<file path="config.mk">
export PLATFORM = sky130hd
export DESIGN_NAME = lcd_ctrl
export DESIGN_NICKNAME = d
export VERILOG_FILES = /design/src/rtl/lcd_pkg.sv /design/src/rtl/lcd_cmd_fifo.sv /design/src/rtl/lcd_ctrl.sv
export SDC_FILE = /design/constraint.sdc
export NUM_CORES = 1
export LEC_CHECK = 0
export CAP_MARGIN = 15
export CORE_MARGIN = 4
export CORE_UTILIZATION = 50
export CTS_BUF_LIST = sky130_fd_sc_hd__clkbuf_4
export DETAILED_ROUTE_END_ITERATION = 8
export GPL_ROUTABILITY_DRIVEN = 0
export PLACE_DENSITY_LB_ADDON = 0.15
export SLEW_MARGIN = 5
export SYNTH_ARGS = -nofsm -noshare
export SYNTH_HDL_FRONTEND = slang
export SYNTH_SLANG_ARGS = --single-unit
</file>
<file path="constraint.sdc">
create_clock -name clk_i -period 3.5 [get_ports clk_i]
set_clock_uncertainty 0.2 [all_clocks]
set_input_delay 1.05 -clock clk_i [delete_from_list [all_inputs] [get_ports clk_i]]
set_output_delay 1.05 -clock clk_i [all_outputs]
set_load 0.02 [all_outputs]
</file>
<file path="src/rtl/lcd_pkg.sv">
// lcd_pkg: shared types, init ROM, status and write-word field positions for lcd_ctrl
package lcd_pkg;
  typedef enum logic [2:0] {PWR_WAIT, INIT_LOAD, IDLE, SETUP, EN_HIGH, HOLD, EXEC_WAIT} state_t;
  localparam logic [1:0] INIT_LAST = 2'd3;
  localparam int ST_BUSY = 0;
  localparam int ST_FULL = 1;
  localparam int ST_OVF = 2;
  localparam int ST_INIT = 3;
  localparam int ST_CNT = 4;
  localparam int WR_RS = 8;
  localparam int WR_CLR = 31;
  function automatic logic [7:0] init_byte(input logic [1:0] idx);
    return idx == 2'd0 ? 8'h38 : idx == 2'd1 ? 8'h0C : idx == 2'd2 ? 8'h01 : 8'h06;
  endfunction
  // clear (0x01) and home (0x02/0x03) are the only commands needing the long wait
  function automatic logic is_slow(input logic rs, input logic [7:0] b);
    return !rs && b[7:2] == 6'd0;
  endfunction
  function automatic int max_of(input int a, input int b);
    return a > b ? a : b;
  endfunction
endpackage

</file>
<file path="src/rtl/lcd_cmd_fifo.sv">
// lcd_cmd_fifo: small synchronous command FIFO; push and pop may coincide even when full
module lcd_cmd_fifo #(
  parameter int DEPTH = 4,
  parameter int W = 9
) (
  input  logic                     clk_i,
  input  logic                     rst_i,
  input  logic                     push_i,
  input  logic                     pop_i,
  input  logic [W-1:0]             data_i,
  output logic [W-1:0]             data_o,
  output logic [$clog2(DEPTH):0]   count_o,
  output logic                     full_o,
  output logic                     empty_o
);
  localparam int AW = $clog2(DEPTH);
  logic [W-1:0] mem_q [DEPTH];
  logic [AW-1:0] wp_q, rp_q;
  logic [AW:0] cnt_q;
  always_ff @(posedge clk_i or posedge rst_i) begin
    if (rst_i) begin
      wp_q <= '0;
      rp_q <= '0;
      cnt_q <= '0;
    end else begin
      if (push_i) wp_q <= wp_q + AW'(1);
      if (pop_i) rp_q <= rp_q + AW'(1);
      cnt_q <= cnt_q + {{AW{1'b0}}, push_i} - {{AW{1'b0}}, pop_i};
    end
  end
  always_ff @(posedge clk_i) begin
    if (push_i) mem_q[wp_q] <= data_i;
  end
  assign data_o = mem_q[rp_q];
  assign count_o = cnt_q;
  assign full_o = cnt_q == (AW+1)'(DEPTH);
  assign empty_o = cnt_q == '0;
endmodule

</file>
<file path="src/rtl/lcd_ctrl.sv">
// lcd_ctrl: HD44780-style LCD controller; queues LSU writes, runs power-on init,
// and replays each byte with setup / enable / hold / execution timing.
module lcd_ctrl
  import lcd_pkg::*;
#(
  parameter int WIDTH = 32,
  parameter int FIFO_DEPTH = 4,
  parameter int T_AS = 2,
  parameter int T_EN = 12,
  parameter int T_HOLD = 2,
  parameter int T_EXEC = 1850,
  parameter int T_CLEAR = 76000,
  parameter int T_PWR = 750000
) (
  input  logic             clk_i,
  input  logic             rst_i,
  input  logic             wr_en_i,
  input  logic [WIDTH-1:0] wr_data_i,
  output logic [WIDTH-1:0] status_o,
  output logic [7:0]       lcd_data_o,
  output logic             lcd_rs_o,
  output logic             lcd_rw_o,
  output logic             lcd_en_o,
  output logic             lcd_on_o
);
  localparam int TMAX = max_of(max_of(max_of(T_AS, T_EN), max_of(T_HOLD, T_EXEC)), max_of(T_CLEAR, T_PWR));
  localparam int CW = $clog2(TMAX) + 1;
  localparam int FCW = $clog2(FIFO_DEPTH) + 1;
  function automatic logic [CW-1:0] ld(input int n);
    return CW'(n - 1);
  endfunction
  state_t state_q, state_d;
  logic [CW-1:0] cnt_q, cnt_d;
  logic [1:0] idx_q, idx_d;
  logic done_q, done_d, rs_q, rs_d, ovf_q, ovf_d;
  logic [7:0] cmd_q, cmd_d;
  logic [7:0] lcd_data_q;
  logic lcd_rs_q, lcd_en_q, lcd_on_q;
  logic [WIDTH-1:0] status_q, status_d;
  logic push, pop, wr_cmd, f_full, f_empty, cnt_zero;
  logic [8:0] f_data;
  logic [FCW-1:0] f_count;
  logic unused_wr;
  assign unused_wr = ^wr_data_i[WR_CLR-1:WR_RS+1];
  assign cnt_zero = cnt_q == '0;
  assign wr_cmd = wr_en_i && !wr_data_i[WR_CLR];
  assign push = wr_cmd && (!f_full || pop);
  // queued bytes only leave once init is done; EXEC_WAIT chains straight into the next byte
  assign pop = !f_empty && done_q && (state_q == IDLE || (state_q == EXEC_WAIT && cnt_zero));
  assign ovf_d = (wr_en_i && wr_data_i[WR_CLR]) ? 1'b0 : (wr_cmd && f_full && !pop) ? 1'b1 : ovf_q;
  lcd_cmd_fifo #(.DEPTH(FIFO_DEPTH), .W(9)) u_fifo (
    .clk_i(clk_i),
    .rst_i(rst_i),
    .push_i(push),
    .pop_i(pop),
    .data_i(wr_data_i[WR_RS:0]),
    .data_o(f_data),
    .count_o(f_count),
    .full_o(f_full),
    .empty_o(f_empty)
  );
  always_comb begin
    state_d = state_q;
    cnt_d = cnt_zero ? cnt_q : cnt_q - CW'(1);
    idx_d = idx_q;
    done_d = done_q;
    cmd_d = cmd_q;
    rs_d = rs_q;
    unique case (state_q)
      PWR_WAIT: state_d = cnt_zero ? INIT_LOAD : PWR_WAIT;
      INIT_LOAD: begin
        cmd_d = init_byte(idx_q);
        rs_d = 1'b0;
        state_d = SETUP;
        cnt_d = ld(T_AS);
      end
      IDLE: state_d = IDLE;
      SETUP: if (cnt_zero) begin
        state_d = EN_HIGH;
        cnt_d = ld(T_EN);
      end
      EN_HIGH: if (cnt_zero) begin
        state_d = HOLD;
        cnt_d = ld(T_HOLD);
      end
      HOLD: if (cnt_zero) begin
        state_d = EXEC_WAIT;
        cnt_d = is_slow(rs_q, cmd_q) ? ld(T_CLEAR) : ld(T_EXEC);
      end
      EXEC_WAIT: if (cnt_zero) begin
        state_d = (done_q || idx_q == INIT_LAST) ? IDLE : INIT_LOAD;
        done_d = done_q || idx_q == INIT_LAST;
        idx_d = (done_q || idx_q == INIT_LAST) ? idx_q : idx_q + 2'd1;
      end
      default: state_d = PWR_WAIT;
    endcase
    if (pop) begin
      cmd_d = f_data[7:0];
      rs_d = f_data[WR_RS];
      state_d = SETUP;
      cnt_d = ld(T_AS);
    end
  end
  always_comb begin
    status_d = '0;
    status_d[ST_BUSY] = state_q != IDLE || !f_empty;
    status_d[ST_FULL] = f_full;
    status_d[ST_OVF] = ovf_q;
    status_d[ST_INIT] = done_q;
    status_d[ST_CNT +: 3] = 3'(f_count);
  end
  always_ff @(posedge clk_i or posedge rst_i) begin
    if (rst_i) begin
      state_q <= PWR_WAIT;
      cnt_q <= ld(T_PWR);
      idx_q <= '0;
      done_q <= 1'b0;
      cmd_q <= '0;
      rs_q <= 1'b0;
      ovf_q <= 1'b0;
      lcd_data_q <= '0;
      lcd_rs_q <= 1'b0;
      lcd_en_q <= 1'b0;
      lcd_on_q <= 1'b0;
      status_q <= WIDTH'(1);
    end else begin
      state_q <= state_d;
      cnt_q <= cnt_d;
      idx_q <= idx_d;
      done_q <= done_d;
      cmd_q <= cmd_d;
      rs_q <= rs_d;
      ovf_q <= ovf_d;
      lcd_data_q <= cmd_q;
      lcd_rs_q <= rs_q;
      lcd_en_q <= state_q == EN_HIGH;
      lcd_on_q <= 1'b1;
      status_q <= status_d;
    end
  end
  assign status_o = status_q;
  assign lcd_data_o = lcd_data_q;
  assign lcd_rs_o = lcd_rs_q;
  assign lcd_rw_o = 1'b0;
  assign lcd_en_o = lcd_en_q;
  assign lcd_on_o = lcd_on_q;
endmodule

</file>
## After elaboration in Yosys (flattened, before gate mapping)

Memory sizes are Yosys's and may differ from the RTL's.
Index checks and enable logic that the tools add are counted.

| cells by class | value |
|---|---|
| bitwise gates (word level) | 1 |
| muxes and demuxes | 26 |
| multiply operators | 0 |
| $lt $le $gt $ge | 0 |
| divide/modulo/power cells | 0 |
| eq/ne operators | 15 |
| shifts and indexed selects | 0 |
| add/subtract/negate cells | 6 |
| reductions and logical operators | 28 |

Operators with widths:

| cell | count |
|---|---|
| 21-bit two-way mux | 5 |
| 21-bit one-hot mux with 4 select lines | 1 |
| 21-bit zero test | 1 |
| 3-bit one-hot mux with 7 select lines | 1 |
| 21-bit by 1-bit subtractor with 21-bit output (second input constant) | 1 |
| 3-bit two-way mux | 6 |
| 17-bit two-way mux | 1 |
| 8-bit two-way mux | 2 |
| 3-bit equality test (second input constant) | 4 |
| 3-bit != test (second input constant) | 4 |
| 1-bit logical AND | 9 |
| 1-bit two-way mux | 7 |
| 2-bit by 1-bit adder with 2-bit output (second input constant) | 3 |
| 3-bit by 2-bit equality test with 1-bit output (second input constant) | 2 |
| 3-bit zero test | 2 |
| 6-bit zero test | 1 |
| 6-bit two-way mux | 1 |
| 1-bit zero test | 5 |
| 2-bit equality test (second input constant) | 2 |
| 1-bit logical OR | 4 |
| 4-bit two-way mux | 1 |
| 4-bit AND reduction | 1 |
| 2-bit nonzero test | 2 |
| 3-bit by 1-bit adder with 3-bit output | 1 |
| other kinds (9) | 9 |

| storage, ports and cells | value |
|---|---|
| ROM bits | 0 |
| RAM bits | 36 |
| register bits after elaboration | 62 |
| memories kept | 1 |
| output and inout port bits | 44 |
| bits in latches | 0 |

Memories:

| memory | depth | bits a word | read ports | clocked after Yosys merged registers in | wr ports | line | source |
|---|---|---|---|---|---|---|---|
| u_fifo.mem_q | 4 | 9 | 1 | 0 | 1 | lcd_cmd_fifo.sv:17 | `logic [W-1:0] mem_q [DEPTH];` |

## Longest topological paths before layout

| logic depth | value |
|---|---|
| depth after elaboration | 8 |
| depth in mapped cells | 15 |

## Hierarchy

Synthesis repeated with hierarchy kept, for this count alone.

| second synthesis, totals | value |
|---|---|
| cells, all modules | 386 |
| area total of the unflattened synthesis | 4713.3 um^2 |

By module, submodules not included:

| module | cells each | area an instance (um^2) | times used | sequential area each (um^2) |
|---|---|---|---|---|
| lcd_ctrl | 304 | 3020.4 | 1 | 1393.8 |
| lcd_cmd_fifo | 82 | 1692.9 | 1 | 1256.2 |

## Worst setup path after synthesis

OpenSTA, ideal clock, no wires.

| path | value |
|---|---|
| path kind | reg2reg |
| start point | register cnt_q[0] |
| end point | register u_fifo.cnt_q[2], in the netlist u_fifo.count_o[2] |
| cell stages (with the launch flop) | 16 |
| setup time | 0.123 ns |
| arrival | 3.036 ns |
| period minus slack after synthesis | 3.359 ns |
| setup slack | 0.141 ns |
| cell sequence | dfstp_2 > inv_1 > ha_1 > or4b_1 > nor4_1 > and2_1 > buf_4 > o21ai_2 > inv_2 > ha_1 > inv_1 > ha_1 > inv_1 > fa_1 > xnor2_1 > xnor2_1 |

| on the way | value |
|---|---|
| word-level cells in the longest chain between the ends | 8 |

Ends and longest elaborated chain:

| element | line | source |
|---|---|---|
| from (decl) | lcd_ctrl.sv:33 | `logic [CW-1:0] cnt_q, cnt_d;` |
| from (signal assigned) | lcd_ctrl.sv:115 | `cnt_q <= ld(T_PWR);` |
| from (signal assigned) | lcd_ctrl.sv:128 | `cnt_q <= cnt_d;` |
| 21-bit zero test (*) | lcd_ctrl.sv:45 | `assign cnt_zero = cnt_q == '0;` |
| 1-bit logical AND (*) | lcd_ctrl.sv:49 | `assign pop = !f_empty && done_q && (state_q == IDLE \|\| (state_q == EXEC_WAIT && cnt_zero));` |
| 1-bit logical OR (*) | lcd_ctrl.sv:49 |  |
| 1-bit logical AND (*) | lcd_ctrl.sv:49 |  |
| 1-bit logical OR | lcd_ctrl.sv:47 | `assign push = wr_cmd && (!f_full \|\| pop);` |
| 1-bit logical AND | lcd_ctrl.sv:47 |  |
| 3-bit by 1-bit adder with 3-bit output | lcd_cmd_fifo.sv:28 | `cnt_q <= cnt_q + {{AW{1'b0}}, push_i} - {{AW{1'b0}}, pop_i};` |
| 3-bit by 1-bit subtractor with 3-bit output (*) | lcd_cmd_fifo.sv:28 |  |
| to (signal assigned) | lcd_cmd_fifo.sv:28 |  |
| to (decl) | lcd_cmd_fifo.sv:19 | `logic [AW:0] cnt_q;` |

Every way passes the cells marked *; elsewhere a longest branch is shown, timed or not.
A chain may end at the register's enable or synchronous reset.

## Worst setup path after layout

Same ends and word-level chain as after synthesis.

==> results.sh <==
export IMPL_outcome="complete, no violations"
export IMPL_cts_inserted_buffers=9
export IMPL_path_class="flip-flop to flip-flop"
export IMPL_final_util=0.583
export IMPL_die_area_sq_um=10800
export IMPL_period_needed_ns=3.27
export IMPL_final_layout_size_suffix_gt1_frac=0.187
export IMPL_post_cts_resized=0
export IMPL_area_delta_synth_final_pct=11.9
export IMPL_totalWireLength_microns=8480
export IMPL_rows=34
export IMPL_grt_start_max_net_pins=30
export IMPL_cts_root_buf="clkbuf_4"
export IMPL_die_h_microns=104
export IMPL_cts_tree="done"
export IMPL_rsz0062_at_grt="false"
export IMPL_fin_tns_setup_ns=0
export IMPL_ys_flop_type="dfrtp_1"
export IMPL_drtPass1Iterations=4
export IMPL_finalHoldWorstSlack_ns=0.199
export IMPL_drc_errors=0
export IMPL_synth_cell_type_count=64
export IMPL_vias=2827
export IMPL_gr_usage_all_layers=0.164
export IMPL_synth_area_per_cell_sq_um=12.8
export IMPL_cellPowerDensity_nw_per_um2=445
export IMPL_min_period_over_period=0.936
export IMPL_fmax_mhz=305
export IMPL_cp_max_fo=4
export IMPL_hold_path_class="flip-flop to flip-flop"
export IMPL_grt_pass1_wl_microns=14100
export IMPL_dpl_hpwl_microns=6140
export IMPL_postCtsHoldBufs=0
export IMPL_routed_via_density=5.50
export IMPL_htreeDepth=3
export IMPL_clk_latency_ns=0.45
export IMPL_endpoint_kind="flip-flop"
export IMPL_cp_data_arrival_time_ns=3.44
export IMPL_core_area_sq_um=8810
export IMPL_worst_slew_pin_slew_ns=0.695
export IMPL_setup_violations=0
export IMPL_maxSlewViolCount=0
export IMPL_setup_worst_path_start_class="flip-flop"
export IMPL_cts_sinks=98
export IMPL_syn_cell_area_sq_um=4580
export IMPL_synth_edf_count=36
export IMPL_clk_pin_slew_ns=0.17
export IMPL_fin_ws_ns=0.226
export IMPL_pin_count=79
export IMPL_peakVddDrop_uv=302
export IMPL_synthesis_instances=358
export IMPL_yosysSeqAreaShare=0.578
export IMPL_dieWidth_microns=104
export IMPL_finalNetCount=450
export IMPL_ys_ff_latch=98
export IMPL_place_ws_ns=0.283
export IMPL_finalHoldViolCount=0
export IMPL_initial_core_util=0.521
export IMPL_antenna_found_initial=0
export IMPL_p_leak_uw=0.00202
export IMPL_cap_violations=0
export IMPL_clock_path_buffers=2
export IMPL_crit_required_ns=3.67
export IMPL_yosysWarningCount=0
export IMPL_grt_overflow_total=0
export IMPL_grt_pass1_vias=2773
export IMPL_fillCellCount=729
export IMPL_ant_nets=0
export IMPL_portBuffers=30
export IMPL_slew_headroom=0.533
export IMPL_synthArstFlopShare=0.633
export IMPL_postCtsSetupBuffers=0
export IMPL_antennaDiodeCount=0
export IMPL_drt_iter0_drc=118
export IMPL_wl_per_cell_microns=16.5
-- synthesized netlist by cell type (3+ instances only) --
cell type  count  area (sq um)
dfrtp_1       48          1200
edfxtp_1      36          1080
buf_4         28           210
nor2_1        28           105
nor3_1        15          75.1
dfstp_2       14           368
a21oi_1       13          65.1
ha_1          13           163
xnor2_1       12           105
inv_1         11          41.3
nand2_1       10          37.5
mux4_2         9           203
o21ai_0        9          45.0
nor4_1         8          50.1
a31oi_1        7          43.8
clkbuf_1       7          26.3
mux2_2         7          78.8
and2_1         6          37.5
nor2b_1        4          25.0
or4_1          4          30.0
a22o_1         3          26.3
and3_1         3          18.8
mux2_1         3          33.8
nand2b_1       3          18.8
nand3_1        3          15.0
xor2_1         3          26.3
-- worst max-delay path: stages (launching register included) --
cell and delay [ns]:
dfstp_2 0.42, inv_1 0.07, ha_1 0.20, or4b_1 0.51, nor4_1 0.30, and2_1 0.22
o21ai_2 0.08, inv_2 0.08, ha_1 0.21, inv_1 0.05, ha_1 0.12, inv_1 0.05
fa_1 0.37, xnor2_1 0.18, xnor2_1 0.15
-- layer usage --
metal	routed length, microns	part of all wire	global-route usage	vias to the layer above
met5	0	0	0	-
met4	109	0.013	0.0437	0
met3	433	0.051	0.0398	9
met2	4030	0.48	0.256	76
met1	3910	0.46	0.232	1400
li1	-	-	-	1342
-- power breakdown --
part           internal [uW]  switching [uW]  total (uW)  leakage [uW]
clock                    171             427         599     0.0000788
combinational            139             191         330      0.000875
sequential              1300            51.9        1360       0.00106
total                   1610             670        2280       0.00202
-- cells by family (layout without fill, tap and decap cells) --
group	Yosys count	count (layout)	synth area share
flops	98	98	0.578
xor+xnor	15	15	0.0287
mux	21	21	0.0731
other cells	2	27	0.00164
fa+ha+maj	14	14	0.0398
buf+inv	51	74	0.0650
simple gates	104	104	0.133
compound gates	53	53	0.0808
-- flip-flops by register name, indices dropped and copies added (netlist names), 2 cells and up --
signal,cells
cmd_q,8
cnt_q,21
idx_q,2
lcd_data_o,8
state_q,3
status_o,7
u_fifo.count_o,3
u_fifo.mem_q,36
u_fifo.rp_q,2
u_fifo.wp_q,2
-- cell usage in the layout (no fill, tap or decap), drive strengths merged, types with 12 or more instances in the layout --
cell type and n:
ha 13, dfrtp 48, dfstp 14, a21oi 14, inv 16, clkdlybuf4s50 30
nor2 28, conb 27, edfxtp 36, buf 14, xnor2 12, nor3 15
-- worst paths after layout --
| check | from | end | slack, ns | depth (start not counted) |
|---|---|---|---|---|
| max | cnt_q[0] | u_fifo.count_o[2] | 0.23 | 14 |
| min | cmd_q[0] | lcd_data_o[0] | 0.20 | 0 |
| max reg2reg | cnt_q[0] | u_fifo.count_o[2] | 0.23 | 14 |
| min reg2reg | cmd_q[0] | lcd_data_o[0] | 0.20 | 0 |
| max in group asynchronous | rst_i | cnt_q[19] | 1.65 | 3 |
| min in group asynchronous | rst_i | cnt_q[6] | 0.79 | 2 |
-- per-stage QoR --
stage / instances / instance area [sq um] / total power, uW
final: 514 / 5130 / 2280
after global routing: 514 / 5130 / 2410
after CTS: 514 / 5130 / 2310
after detailed placement: 498 / 4990 / 1720
after global placement: 498 / 4990 / 1700
after floorplan: 383 / 4680 / 1600
-- area by class of cell --
cell class | count | area [sq um] | share of cell area
Sequential cell | 98 | 2650 | 0.517
Multi-Input combinational cell | 234 | 1730 | 0.337
Timing Repair Buffer | 44 | 418 | 0.0815
Tap cell | 108 | 135 | 0.0263
Clock inverter | 7 | 76.3 | 0.0149
Clock buffer | 9 | 67.6 | 0.0132
Inverter | 14 | 52.6 | 0.0102
(Power assumes the default switching activity.)
